## src/rtl/display_update_controller.sv

```systemverilog
// Display update controller: converts a 12-bit binary value to four BCD digits
// with a double-dabble engine, then multiplexes the committed digits onto a
// scanned 4-digit display with leading-zero suppression.
module display_update_controller #(
  parameter int unsigned REFRESH_COUNT = 10000
) (
  input  logic        clk,
  input  logic        reset,
  input  logic [11:0] in_value,
  input  logic        in_valid,
  output logic        in_ready,
  output logic        busy,
  output logic        conv_done,
  output logic [3:0]  digit_value,
  output logic [3:0]  digit_select,
  output logic        digit_blank
);

  localparam int unsigned RW = (REFRESH_COUNT > 1) ? $clog2(REFRESH_COUNT) : 1;
  localparam logic [RW-1:0] REFRESH_LAST = RW'(REFRESH_COUNT - 1);

  typedef enum logic [1:0] {
    IDLE,
    CONVERT,
    COMMIT
  } state_t;

  state_t        state_q, state_d;
  logic [11:0]   bin_q, bin_d;
  logic [15:0]   bcd_q, bcd_d;
  logic [3:0]    cnt_q, cnt_d;
  logic [15:0]   disp_q, disp_d;
  logic [RW-1:0] refresh_q, refresh_d;
  logic [1:0]    pos_q, pos_d;
  logic [15:0]   bcdAdj;
  logic [3:0]    posDigit;
  logic          posBlank;

  // Double-dabble correction: bump every BCD nibble that would overflow when doubled
  always_comb begin
    bcdAdj = bcd_q;
    for (int i = 0; i < 4; i++) begin
      if (bcd_q[4*i +: 4] >= 4'd5) begin
        bcdAdj[4*i +: 4] = bcd_q[4*i +: 4] + 4'd3;
      end
    end
  end

  // Conversion FSM: accept in IDLE, shift twelve times in CONVERT, publish in COMMIT
  always_comb begin
    state_d   = state_q;
    bin_d     = bin_q;
    bcd_d     = bcd_q;
    cnt_d     = cnt_q;
    disp_d    = disp_q;
    in_ready  = 1'b0;
    busy      = 1'b0;
    conv_done = 1'b0;
    unique case (state_q)
      IDLE: begin
        in_ready = 1'b1;
        if (in_valid) begin
          bin_d   = in_value;
          bcd_d   = 16'd0;
          cnt_d   = 4'd12;
          state_d = CONVERT;
        end
      end
      CONVERT: begin
        busy           = 1'b1;
        {bcd_d, bin_d} = {bcdAdj, bin_q} << 1;
        cnt_d          = cnt_q - 4'd1;
        if (cnt_q == 4'd1) begin
          state_d = COMMIT;
        end
      end
      COMMIT: begin
        busy      = 1'b1;
        conv_done = 1'b1;
        disp_d    = bcd_q;
        state_d   = IDLE;
      end
      default: begin
        state_d = IDLE;
      end
    endcase
  end

  // Refresh timer and scan position run freely, unaffected by conversions
  always_comb begin
    refresh_d = refresh_q + RW'(1);
    pos_d     = pos_q;
    if (refresh_q == REFRESH_LAST) begin
      refresh_d = '0;
      pos_d     = pos_q + 2'd1;
    end
  end

  // Select the active digit and decide whether it is a suppressed leading zero
  always_comb begin
    posDigit = disp_q[3:0];
    posBlank = 1'b0;
    unique case (pos_q)
      2'd0: begin
        posDigit = disp_q[3:0];
        posBlank = 1'b0;
      end
      2'd1: begin
        posDigit = disp_q[7:4];
        posBlank = (disp_q[15:4] == 12'd0);
      end
      2'd2: begin
        posDigit = disp_q[11:8];
        posBlank = (disp_q[15:8] == 8'd0);
      end
      default: begin
        posDigit = disp_q[15:12];
        posBlank = (disp_q[15:12] == 4'd0);
      end
    endcase
    digit_blank  = posBlank;
    digit_value  = posBlank ? 4'd0 : posDigit;
    digit_select = posBlank ? 4'b1111 : ~(4'b0001 << pos_q);
  end

  // State registers; reset aborts any conversion and clears the display
  always_ff @(posedge clk or negedge reset) begin
    if (!reset) begin
      state_q   <= IDLE;
      bin_q     <= 12'd0;
      bcd_q     <= 16'd0;
      cnt_q     <= 4'd0;
      disp_q    <= 16'd0;
      refresh_q <= '0;
      pos_q     <= 2'd0;
    end else begin
      state_q   <= state_d;
      bin_q     <= bin_d;
      bcd_q     <= bcd_d;
      cnt_q     <= cnt_d;
      disp_q    <= disp_d;
      refresh_q <= refresh_d;
      pos_q     <= pos_d;
    end
  end

endmodule

```

## config.mk

```make
export PLATFORM = sky130hd
export DESIGN_NAME = display_update_controller
export DESIGN_NICKNAME = d
export VERILOG_FILES = /design/src/rtl/display_update_controller.sv
export SDC_FILE = /design/constraint.sdc
export NUM_CORES = 1
export LEC_CHECK = 0
export CAP_MARGIN = 20
export CORE_MARGIN = 4
export CORE_UTILIZATION = 25
export CTS_CLUSTER_DIAMETER = 50
export CTS_CLUSTER_SIZE = 30
export DETAILED_ROUTE_END_ITERATION = 7
export PLACE_DENSITY = 0.4
export SLEW_MARGIN = 5
export SYNTH_ARGS = -nofsm -noshare
export SYNTH_HDL_FRONTEND = slang
export SYNTH_SLANG_ARGS = --single-unit
```

## constraint.sdc

```tcl
create_clock -name clk -period 2.8 [get_ports clk]
set_input_delay 0.56 -clock clk [delete_from_list [all_inputs] [get_ports clk]]
set_output_delay 0.56 -clock clk [all_outputs]
set_load 0.01 [all_outputs]
```

==> results of run 1 <==
-- metrics by stage --
step                area [um2]  utilization, %  hold WS, ns  setup slack [ns]  instances
floorplan                 3324               -       0.2644            0.8030        309
finish                    4153           32.38       0.2420            0.1403        519
global route              4153           32.38       0.2771          0.005048        519
detailed placement        3801           29.64       0.4541            0.1782        502
CTS                       4124           32.16       0.2583           0.02181        518
global placement          3801           29.64       0.4521            0.2825        502
-- worst max path at each step --
stage	startpoint	slack, ns	end
6_report	pos_q[1]	0.14	digit_select[0]
2_1_floorplan	pos_q[1]	0.80	digit_select[0]
3_5_place_dp	pos_q[1]	0.18	digit_select[0]
5_1_grt	pos_q[1]	0.005	digit_select[1]
3_3_place_gp	pos_q[1]	0.28	digit_select[1]
4_1_cts	pos_q[1]	0.02	digit_value[2]
-- layer usage --
layer,vias to the layer above,track usage [%]
met5,-,0
met3,10,2.928
met1,1115,13.23
met4,0,4.775
met2,42,15.39
li1,1163,-
-- area by class of cell --
type                            instances  share of cell area, %
Inverter                               17                  1.537
Sequential cell                        66                  39.77
Clock buffer                           13                  6.508
Multi-Input combinational cell        215                  38.02
Clock inverter                          2                 0.8436
Timing Repair Buffer                   34                  8.135
Tap cell                              172                  5.182
-- cells in the final DEF (no fill, tap or decap), types with 2 or more instances in the layout --
master / Yosys / layout
sky130_fd_sc_hd__buf_4: 0 / 7
sky130_fd_sc_hd__xor2_1: 8 / 8
sky130_fd_sc_hd__a21oi_1: 14 / 14
sky130_fd_sc_hd__o21ai_0: 22 / 22
sky130_fd_sc_hd__xnor2_1: 10 / 10
sky130_fd_sc_hd__nand2b_1: 10 / 10
sky130_fd_sc_hd__ha_1: 19 / 16
sky130_fd_sc_hd__mux2_2: 19 / 19
sky130_fd_sc_hd__ha_2: 0 / 3
sky130_fd_sc_hd__o31ai_1: 4 / 4
sky130_fd_sc_hd__nand4_1: 3 / 3
sky130_fd_sc_hd__dlymetal6s2s_1: 0 / 4
sky130_fd_sc_hd__dfrtp_1: 66 / 66
sky130_fd_sc_hd__a222oi_1: 4 / 4
sky130_fd_sc_hd__nor2_1: 19 / 19
sky130_fd_sc_hd__or2_2: 2 / 2
sky130_fd_sc_hd__o21ai_1: 4 / 4
sky130_fd_sc_hd__nor3_1: 3 / 3
sky130_fd_sc_hd__nand2_1: 25 / 25
sky130_fd_sc_hd__a32o_1: 4 / 4
sky130_fd_sc_hd__nand3_1: 7 / 7
sky130_fd_sc_hd__nor4_1: 3 / 2
sky130_fd_sc_hd__clkbuf_16: 0 / 9
sky130_fd_sc_hd__inv_1: 17 / 17
sky130_fd_sc_hd__mux2i_1: 12 / 12
sky130_fd_sc_hd__o32ai_1: 3 / 3
sky130_fd_sc_hd__clkbuf_8: 0 / 3
sky130_fd_sc_hd__clkdlybuf4s50_1: 0 / 21
sky130_fd_sc_hd__o22ai_1: 7 / 7
-- logic make-up (layout without fill, tap and decap cells) --
| group | Yosys count | count (layout) | share of synthesized area [%] |
|---|---|---|---|
| AND/OR/NAND/NOR | 80 | 80 | 12.27 |
| AO/OA/AOI/OAI | 66 | 67 | 12.42 |
| flip-flops | 66 | 66 | 49.68 |
| multiplexers | 31 | 31 | 10.05 |
| buffers and inverters | 29 | 66 | 3.688 |
| adder cells (fa/ha/maj) | 19 | 19 | 7.151 |
| XOR/XNOR | 18 | 18 | 4.742 |
-- report_power, final --
group / switching [mW] / total, mW / internal (mW)
combinational: 0.575 / 1.03 / 0.451
sequential: 0.142 / 1.29 / 1.15
clock: 0.385 / 1.14 / 0.755
-- flip-flops by register name (all words and copies together), names as in the netlist --
signal,cells
cnt_q,4
refresh_q,14
bcd_q,16
bin_q,12
disp_q,16
pos_q,2
state_q,2
-- critical path, stage by stage, from the launching register on --
cell and delay [ns]:
sky130_fd_sc_hd__dfrtp_1 0.41, sky130_fd_sc_hd__inv_1 0.11, sky130_fd_sc_hd__ha_2 0.26, sky130_fd_sc_hd__a31oi_2 0.13
sky130_fd_sc_hd__o21ai_2 0.20, sky130_fd_sc_hd__nand2b_1 0.13, sky130_fd_sc_hd__clkdlybuf4s50_1 0.54
-- timing repair --
item,in CTS,in global routing
setup buffers,0,1
pin swaps,1,3
endpoints found under the setup margin,9,8
cloned,1,0
gates resized for setup,3,7
==> run summary, run 1 <==
Number of placed I/O pins: 27. The first global-routing pass estimated 11.77 mm of wire. The worst register-to-register path ends at bin_q[10]. The HPWL after detailed placement is 4.753 mm. The completed layout was analyzed and its total power is 3.455 mW.

After clock tree synthesis, the clock-pin slew on the worst setup and hold paths is 0.05 ns. Setup total negative slack on the finished layout was measured at 0 ns. STA classifies the critical path startpoint as a flop.

Total wire length after detailed routing: 6.869 mm. Detailed routing placed a total of 3.052 mm of wire on met2. In this run the deepest clock path goes through 2 buffers. The worst-case IR drop observed on VDD is 0.0002463 V. The startpoint identified for the worst register-to-register timing path is state_q[1].

The count of clock tree sinks was 66; the static leakage was 1.923 nW. The number of global-route vias before repair came out at 2,317. The filler cells instantiated in the layout total 1,346. Setup violations remaining at the end of the flow were counted as 0.

The average footprint of a synthesized cell is 10.76 um2, and the maximum fanout along the worst path is 6. For the final database, setup skew stands at 0.004223 ns. Setup repair after global routing left no endpoint under its margin. Worst min-delay path class: in -> async.

Summing the sequential cell areas from Yosys gives 49.68% of the chip area. The netlist uses 39 different library cells. The cell sitting at the root of the clock tree is a sky130_fd_sc_hd__clkbuf_16. Clock latency on the worst-skew pair, taken at its later pin, is 0.32 ns. The type of element capturing the critical path is an output pin. Dividing the detail-routed via count by the number of cells gives 4.489. Data on the critical path is required at its endpoint by 2.24 ns.

Buffers placed on the I/O ports in this run total 26. The hold violation total from the final report is 0. The initial antenna violation count was 0.

For the highest achievable clock rate, the log shows 376.0 MHz. Max-cap violations in this run came to 0. The headroom to the max-slew limit was 52.87%; the number of DRC violations after detailed routing was 0.

The floorplan step defined a die boundary enclosing 15,210 um2. The H-tree depth is 3. The floorplan has 41 rows. Relative to the synthesized area, the layout overhead comes to 24.92%.

The slew at the pin closest to its max-slew limit works out to 0.7022 ns. The tools report the summed instance area of the synthesized netlist as 3324 um2. For this run, asynchronously set or reset flops after synthesis account for 100.0%. The residual antenna-violating net count after detailed routing came out at 0. The post-route netlist has 14.99% of its cells at a drive strength greater than 1.

The tools report the maximum number of pins on one net before global-route repair as 67. For this configuration, the core starts out at a cell density of 25.92%. The multi-input combinational cells in the finished layout cover a total of 1579 um2. For this block, wires on met1 add up to 3.329 mm. Summed over all nets, wire length on met3 after detailed routing comes to 327 um.

The die is 123.3 um tall. The repair_antennas step left the layout with diodes totalling 0. The post-synthesis register bit count came out at 66.

The tools report the footprint of the flip-flops and latches as 1652 um2. The routed wire length per instance was 13.24 um; the final layout net count was 377. The die is 123.3 um wide.

In this run, post-CTS hold repair placed 0 buffers. Counting cells, the worst reg-to-reg path comes to 6. The tools report the combined global-route utilization of all metal layers as 10.11%. Power spread over the standard cell area amounts to 832.0 nW/um2. Of the post-synthesis cell area, the dominant cell type holds 49.68%. The congestion estimate from routability-driven global placement came to 0.7218.

Global routing finished with a remaining overflow of 0. The number of optimization iterations in the first detailed-route pass came out at 5. Critical path class: reg -> out.

The post-route clock period utilization came out at 94.99%. The tools report the number of warnings reported in the yosys synthesis log as 0. TritonCTS built the clock tree. Most used standard cell by instance count after synthesis: sky130_fd_sc_hd__dfrtp_1. Of all cell types, the one taking the most synthesized area is sky130_fd_sc_hd__dfrtp_1. In this run, the number of DRC markers left after iteration 0 of detailed routing was 91.

Data on the critical path arrives at its endpoint at 2.10 ns. Counting I/O delays and the setup requirement, the final critical path takes 2.660 ns. The setup slack of the most critical reg-to-reg path came out at 0.70 ns. The total count of max-transition violations in the final report is 0, and the count of flip-flops with a built-in enable after synthesis is 0. The run gives 2,330 as the total via count after detailed routing. For this run, the leading register cell type out of synthesis is sky130_fd_sc_hd__dfrtp_1.

TritonCTS created 9 clock buffers. The core footprint is 12,820 um2. Sorting the synthesized cells by how often they occur yields sky130_fd_sc_hd__dfrtp_1, sky130_fd_sc_hd__nand2_1, sky130_fd_sc_hd__o21ai_0.

The highest layer touched by signal routing is met4. The run finished with clean final reports. The cell count after synthesis came out at 309. The net count after synthesis is 343. After synthesis, the cell types taking the most area are sky130_fd_sc_hd__dfrtp_1, sky130_fd_sc_hd__ha_1, sky130_fd_sc_hd__mux2_2.
(Power assumes the default switching activity.)
==> run 2: changes to the inputs <==
--- a/config.mk
+++ b/config.mk
@@ -11,7 +11,7 @@
 export CTS_CLUSTER_DIAMETER = 50
 export CTS_CLUSTER_SIZE = 30
 export DETAILED_ROUTE_END_ITERATION = 7
-export PLACE_DENSITY = 0.4
+export PLACE_DENSITY = 0.41
 export SLEW_MARGIN = 5
 export SYNTH_ARGS = -nofsm -noshare
 export SYNTH_HDL_FRONTEND = slang
==> constraint.sdc (replaced) <==
create_clock -name clk -period 2.5 [get_ports clk]
set_input_delay 0.5 -clock clk [delete_from_list [all_inputs] [get_ports clk]]
set_output_delay 0.5 -clock clk [all_outputs]
set_load 0.01 [all_outputs]
==> run 2 against run 1 <==
  * Global-route usage grew 0.48 points
  * Sequential cell count is the same
  * Clock skew grew 0.0048 ns
  * Cell count grew 0.96%
  * Via count grew 1.2%
  * Combinational power grew 13%
  * Sequential power grew 12%
  * Utilization grew 0.50 points
  * Clock power grew 22%
  * Critical path type unchanged
  * Critical path depth grew 1
==> run summary, run 2 (synthesis gave the netlist of run 1 again) <==
The flow ran to the end, and the final reports show no timing, DRC or antenna violations. The run gives 3 (unchanged) as the H-tree depth. The number of maximum-capacitance violations came out at 0 (unchanged).

The count of clock tree sinks is 66 (unchanged), and the total power divided by cell area is 947.3 nW/um2 (was 832.0 nW/um2). The slew at the pin closest to its max-slew limit was 0.6327 ns (was 0.7022 ns); the final layout net count was 381 (was 377). The number of core rows was 41 (unchanged). The logs give 6.968 mm (was 6.869 mm) for the total wire length after detailed routing and 0 (unchanged) for the number of DRC violations after detailed routing. The share of post-route cells with drive strength above 1 was 17.33% (was 14.99%).

Largest registers: bcd_q (16), disp_q (16), refresh_q (14) (unchanged). TritonCTS built the clock tree. Of the available clock period, the critical path in the final layout requires 96.43%. The total of buffers placed on input and output ports is 26 (unchanged), and the internal power consumption is 2.695 mW (was 2.353 mW). The area enclosed by the die boundary was 15,210 um2 (unchanged); the routed wire length per instance was 13.30 um (was 13.24 um).

The final cell utilization of the core was 32.88% (was 32.38%). Setup repair after global routing left no endpoint under its margin. Wire length of the first global-routing pass: 12.41 mm (was 11.77 mm). The vias per cell is 4.502 (was 4.489).

The number of global-route vias before repair was 2,475 (was 2,317). The tools report the required time of the critical path as 2.00 ns (was 2.24 ns). Static leakage: 1.913 nW (was 1.923 nW). The family of cells with the greatest summed delay on the critical path was compound AO/OA/AOI/OAI gates (was buffers and inverters). The number of setup violations in the final report was 0 (unchanged); the core footprint was 12,820 um2 (unchanged). The total via count after detailed routing was 2,359 (was 2,330).

The sequential group share of total power is 36.1% (was 37.3%), and the hold violation total from the final report is 0 (unchanged). The number of optimization iterations in the first detailed-route pass was 4 (was 5); the die outline height was 123.3 um (unchanged). The number of placed I/O pins is 27 (unchanged). The run gives 0 ns (unchanged) as the sum of negative setup slack. The clock latency of the later-clocked register in the worst-skew pair is 0.33 ns (was 0.32 ns), and the proportion of total power due to net switching is 32.53% (was 31.91%).

The critical path class is reg -> out (unchanged). The growth of design area from synthesis to finish was 26.83% (was 24.92%); the time the final worst path needs with I/O delays and setup was 2.411 ns. The placer congestion estimate is 0.7296 (was 0.7218), and the initial core utilization is 25.92% (unchanged). The peak supply drop came out at 0.0003622 V (was 0.0002463 V).

The share of total power in combinational logic was 29.2% (was 29.7%). The total inserted antenna cells was 0 (unchanged). The x dimension of the die works out to 123.3 um (unchanged). The maximum number of pins on one net before global-route repair is 29 (was 67), and the worst endpoint data arrival time is 1.91 ns (was 2.10 ns). The worst min-delay path class is in -> async (unchanged). The number of CTS-inserted buffers was 9 (unchanged).

The tools report the type of element capturing the critical path as an output pin (unchanged). Commonest non-fill, non-tap cells in the layout: sky130_fd_sc_hd__dfrtp_1, sky130_fd_sc_hd__nand2_1, sky130_fd_sc_hd__o21ai_0 (unchanged). The residual antenna-violating net count after detailed routing came out at 0 (unchanged). The overall overflow remaining after global route was 0 (unchanged).

The standard cell with the maximum stage delay on the critical path is sky130_fd_sc_hd__dfrtp_1 (was sky130_fd_sc_hd__clkdlybuf4s50_1). The buffer cell driving the clock tree root is sky130_fd_sc_hd__clkbuf_16 (unchanged). Counting stages on the worst path, the most repeated cell is sky130_fd_sc_hd__nor2_1.

The number of violations reported at the end of detailed-routing iteration 0 is 147 (was 91), and the longest individual stage delay on the worst path is 0.40 ns (was 0.54 ns). The logs give 3.994 mW (was 3.455 mW) for the power after layout and 0 (unchanged) for the number of hold buffers added after cts. The initial antenna violation count came out at 0 (unchanged). Derived from the worst setup path, the maximum achievable clock frequency is 414.8 MHz. For the headroom to the max-slew limit, the log shows 57.82% (was 52.87%). Cell breakdown of the critical path: buf_4, ha_4, a222oi_1, nor2_1, a21oi_1, nor2_1, dlygate4sd2_1 (was inv_1, ha_2, a31oi_2, o21ai_2, nand2b_1, clkdlybuf4s50_1). The largest buffer count on any clock path is 2 (unchanged). The total count of max-transition violations in the final report is 0 (unchanged), and the clock transition at the registers of the reported paths is 0.06 ns (was 0.05 ns). The switching component of the power came out at 1.299 mW (was 1.103 mW). For the share of power burned in the clock network, the log shows 34.8% (was 33.0%).

The count of buffering cells on the critical path with inverters included is 2 (unchanged). The most frequent standard cell in the layout excluding fill and tap cells was sky130_fd_sc_hd__dfrtp_1 (unchanged). The startpoint class of the critical path was a flop (unchanged).

The logs give 4.903 mm (was 4.753 mm) for the final HPWL from detailed placement and 10.59% (was 10.11%) for the combined global-route utilization of all metal layers. The maximum fanout along the worst path is 6 (unchanged), and the worst clock skew on the final layout is 0.008979 ns (was 0.004223 ns).
[run 2: cell count changes in the layout (fill, tap and decap cells not counted), moves of 2 or more]
cell / change
sky130_fd_sc_hd__dlygate4sd2_1: +6
sky130_fd_sc_hd__buf_4: +5
sky130_fd_sc_hd__clkdlybuf4s50_1: -5
sky130_fd_sc_hd__dlymetal6s2s_1: -3
sky130_fd_sc_hd__clkbuf_8: -2
sky130_fd_sc_hd__clkdlybuf4s15_1: +2
sky130_fd_sc_hd__clkinv_4: +2
sky130_fd_sc_hd__ha_4: +2
sky130_fd_sc_hd__inv_1: -2
sky130_fd_sc_hd__inv_2: +2
[run 2: final timing paths]
kind                             endpoint    startpoint  slack, ns  cells after the start
setup / recovery           digit_value[0]      pos_q[0]       0.09                      7
hold / removal                   bin_q[7]         reset       0.19                      1
setup reg to reg                bcd_q[15]    state_q[0]       0.55                      5
hold reg to reg              refresh_q[0]  refresh_q[0]       0.46                      1
max in group asynchronous   refresh_q[13]         reset       1.67                      2
min in group clk             refresh_q[0]  refresh_q[0]       0.46                      1
[run 2: layout make-up]
class                           instances  area (um2)
Clock buffer                           10       239.0
Timing Repair Buffer                   39       360.3
Fill cell                            1394        8608
Tap cell                              172       215.2
Multi-Input combinational cell        214        1595
Inverter                               17       63.81
Clock inverter                          6       90.09
Sequential cell                        66        1653
[run 2: through the flow]
| step | worst slack [ns] | cell area, um2 | instances | hold WS [ns] |
|---|---|---|---|---|
| final | 0.08934 | 4217 | 524 | 0.1871 |
| after global routing | 0.01107 | 4217 | 524 | 0.2278 |
| after CTS | 0.02068 | 4199 | 524 | 0.1990 |
| after detailed placement | 0.09858 | 3831 | 506 | 0.4607 |
| after global placement | 0.1045 | 3831 | 506 | 0.4561 |
| after floorplan | 0.5630 | 3324 | 309 | 0.2044 |
[run 2: power by group through the flow]
stage	Combinational, mW	Sequential [mW]	Clock [mW]
after floorplan	0.835	1.41	0
after global placement	1.19	1.46	0
after detailed placement	1.20	1.46	0
after CTS	1.19	1.45	1.43
after global routing	1.33	1.47	1.48
final	1.16	1.44	1.39
[run 2: what timing repair did]
action                     CTS  global route
setup endpoints to repair    9             5
pin swaps                    4             4
setup buffers                2             0
resized for setup           16             6
[run 2: layer usage]
layer | part of all wire, % | wire [um] | GRT usage [%]
met4 | 2.3 | 160 | 5.813
met3 | 2.5 | 174 | 2.059
met2 | 44 | 3074 | 16.00
met5 | 0 | 0 | 0
met1 | 51 | 3559 | 14.26
==> run 3: changes to the inputs <==
--- a/config.mk
+++ b/config.mk
@@ -11,6 +11,7 @@
 export CTS_CLUSTER_DIAMETER = 50
 export CTS_CLUSTER_SIZE = 30
 export DETAILED_ROUTE_END_ITERATION = 7
+export GPL_TIMING_DRIVEN = 0
 export PLACE_DENSITY = 0.41
 export SLEW_MARGIN = 5
 export SYNTH_ARGS = -nofsm -noshare
==> run 3 against run 2 <==
  * Utilization grew 0.58 points
  * Setup slack gained 0.048 ns
  * Cell count is the same
  * Combinational power is essentially flat
  * Critical path type unchanged
  * Critical endpoint is now digit_value[3]
  * Largest cell class unchanged
  * Highest routed layer unchanged
==> run summary, run 3 (synthesis gave the netlist of run 1 again) <==
The run finished with clean final reports. The total wire length after detailed routing was 7.249 mm (was 6.968 mm); the area enclosed by the die boundary was 15,210 um2 (unchanged). The run gives 223 um (was 174 um) as the wire length on met3.

The critical path class is reg -> out (unchanged). The run gives 0 (unchanged) as the total inserted antenna cells. The worst min-delay path class is in -> async (unchanged). The total count of max-transition violations in the final report came out at 0 (unchanged). The number of cell instances on the worst register-to-register path is 8 (was 5), and the maximum fanout along the worst path is 6 (unchanged).

The routed wire length per instance is 13.83 um (was 13.30 um). The total power divided by cell area works out to 989.7 nW/um2 (was 947.3 nW/um2). The routed metal-1 wirelength was 3.674 mm (was 3.559 mm).

The run gives 0.39 ns (was 0.55 ns) as the setup slack of the most critical reg-to-reg path. For the layout filler cell count, the log shows 1,327 (was 1,394). The total of buffers placed on input and output ports was 26 (unchanged). Largest registers: bcd_q (16), disp_q (16), refresh_q (14) (unchanged). The share of post-route cells with drive strength above 1 was 17.05% (was 17.33%); the sum of met2 wire segment lengths after detailed routing was 3.181 mm (was 3.074 mm). The tools report the largest buffer count on any clock path as 2 (unchanged).

The logs give 3 (unchanged) for the H-tree depth and 25.92% (unchanged) for the initial core utilization. For the post-CTS setup buffer count, the log shows 0 (was 2). The type of element capturing the critical path is an output pin (unchanged). Number of violations reported at the end of detailed-routing iteration 0: 117 (was 147). The growth of design area from synthesis to finish came out at 29.06% (was 26.83%). The number of hold buffers added after cts was 0 (unchanged); the vias per cell was 4.498 (was 4.502). The tools report the wire length of the first global-routing pass as 12.48 mm (was 12.41 mm).

The tools report the placer congestion estimate as 0.7391 (was 0.7296). The core footprint is 12,820 um2 (unchanged). The clock latency of the later-clocked register in the worst-skew pair came out at 0.33 ns (about the same).

X dimension of the die: 123.3 um (unchanged). The final layout net count is 381 (unchanged). TritonCTS built the clock tree. The highest achievable clock rate came out at 423.3 MHz (was 414.8 MHz).

Number of maximum-capacitance violations: 0 (unchanged). The number of CTS-inserted buffers was 9 (unchanged); the die outline height was 123.3 um (unchanged). The uppermost signal routing layer after detailed routing is met4 (unchanged). End of the critical path: digit_value[3] (was digit_value[0]). The number of DRC violations after detailed routing is 0 (unchanged), and the number of core rows is 41 (unchanged). The reg-to-reg critical path startpoint was state_q[0] (unchanged). The run gives 33.45% (was 32.88%) as the final cell utilization of the core. Setup repair after global routing left no endpoint under its margin. The time the final worst path needs with I/O delays and setup is 2.363 ns (was 2.411 ns), and the number of optimization iterations in the first detailed-route pass is 4 (unchanged). The maximum number of pins on one net before global-route repair was 51 (was 29).

The static leakage came out at 1.923 nW (was 1.913 nW). Most frequent standard cell in the layout excluding fill and tap cells: sky130_fd_sc_hd__dfrtp_1 (unchanged). The hold violation total from the final report is 0 (unchanged), and the worst endpoint data arrival time is 1.86 ns (was 1.91 ns). The clock transition at the registers of the reported paths was 0.06 ns (about the same); the sum of negative setup slack was 0 ns (unchanged). The worst clock skew on the final layout is 0.003635 ns (was 0.008979 ns). The count of clock tree sinks is 66 (unchanged). The startpoint class of the critical path is a flop (unchanged). The run gives 0 (unchanged) as the residual antenna-violating net count after detailed routing. Headroom to the max-slew limit: 55.38% (was 57.82%). The post-route clock period utilization was 94.50% (was 96.43%). The tools report the startpoint of the most critical setup path as pos_q[0] (unchanged). The logs give 0 (unchanged) for the overall overflow remaining after global route and 2,357 (was 2,359) for the total via count after detailed routing. The tools report the number of global-route vias before repair as 2,368 (was 2,475). Commonest non-fill, non-tap cells in the layout: sky130_fd_sc_hd__dfrtp_1, sky130_fd_sc_hd__nand2_1, sky130_fd_sc_hd__o21ai_0 (unchanged). The run gives 5.063 mm (was 4.903 mm) as the final HPWL from detailed placement. The combined global-route utilization of all metal layers was 10.83% (was 10.59%); the initial antenna violation count was 0 (unchanged). Number of setup violations in the final report: 0 (unchanged). The buffer cell driving the clock tree root was sky130_fd_sc_hd__clkbuf_16 (unchanged). The tools report the required time of the critical path as 2.00 ns (about the same). The capture instance of the worst register-to-register path is bin_q[11] (was bcd_q[15]). The number of placed I/O pins is 27 (unchanged). The peak supply drop came out at 0.0004197 V (was 0.0003622 V). Slew at the pin closest to its max-slew limit: 0.6694 ns (was 0.6327 ns).
-- run 3: repair_timing --
action | in CTS | in global routing
resized for setup | 10 | 17
setup endpoints to repair | 9 | 8
cloned | 1 | 0
endpoints found under the hold margin | 0 | 0
pin swaps | 2 | 3
-- run 3: worst min path at each step --
stage                       from           end  slack [ns]  cells past startpoint
global route               reset      bin_q[2]        0.05                      1
finish                     reset      bin_q[2]        0.04                      1
floorplan                  reset      bcd_q[0]        0.20                      0
global placement    refresh_q[0]  refresh_q[0]        0.45                      1
detailed placement         reset      bin_q[2]        0.40                      1
CTS                        reset      bin_q[2]        0.03                      1
-- run 3: layer usage --
metal	global-route usage (%)	vias to the layer above
li1	-	1175
met1	14.68	1136
met2	15.97	35
met3	2.790	11
met4	5.398	0
met5	0	-
-- run 3: final cells by class --
cell class,instances,area [um2],share of cell area (%)
flip-flops and latches,66,1655,38.58
inverters,17,63.81,1.487
plain buffers,11,55.05,1.283
repair buffers,27,290.3,6.766
clock inverters,7,165.2,3.850
well taps,172,215.2,5.016
multi-input cells,215,1620,37.77
clock buffers,9,225.2,5.249
-- run 3: power by group --
part / switching, mW / total, mW / internal (mW)
combinational: 0.666 / 1.15 / 0.488
sequential: 0.156 / 1.44 / 1.28
clock: 0.477 / 1.65 / 1.18
total: 1.30 / 4.25 / 2.95
-- run 3: critical path: stages, from the launching register on --
cell and delay, ns:
sky130_fd_sc_hd__dfrtp_2 0.42, sky130_fd_sc_hd__inv_2 0.08, sky130_fd_sc_hd__ha_4 0.18, sky130_fd_sc_hd__a222oi_1 0.32
sky130_fd_sc_hd__nor2_1 0.07, sky130_fd_sc_hd__a21oi_1 0.12, sky130_fd_sc_hd__nor2_1 0.05, sky130_fd_sc_hd__dlygate4sd2_1 0.29
-- run 3: per-stage QoR --
stage	hold WS (ns)	instance area (um2)	power, mW	worst slack (ns)	instances
finish	0.04117	4290	4.246	0.1374	524
global placement	0.4461	3800	2.631	-1.557	507
CTS	0.03349	4235	4.332	-0.1482	525
detailed placement	0.4002	3825	2.649	-0.07531	508
floorplan	0.2044	3324	2.242	0.5630	309
global route	0.04833	4290	4.548	0.001824	524
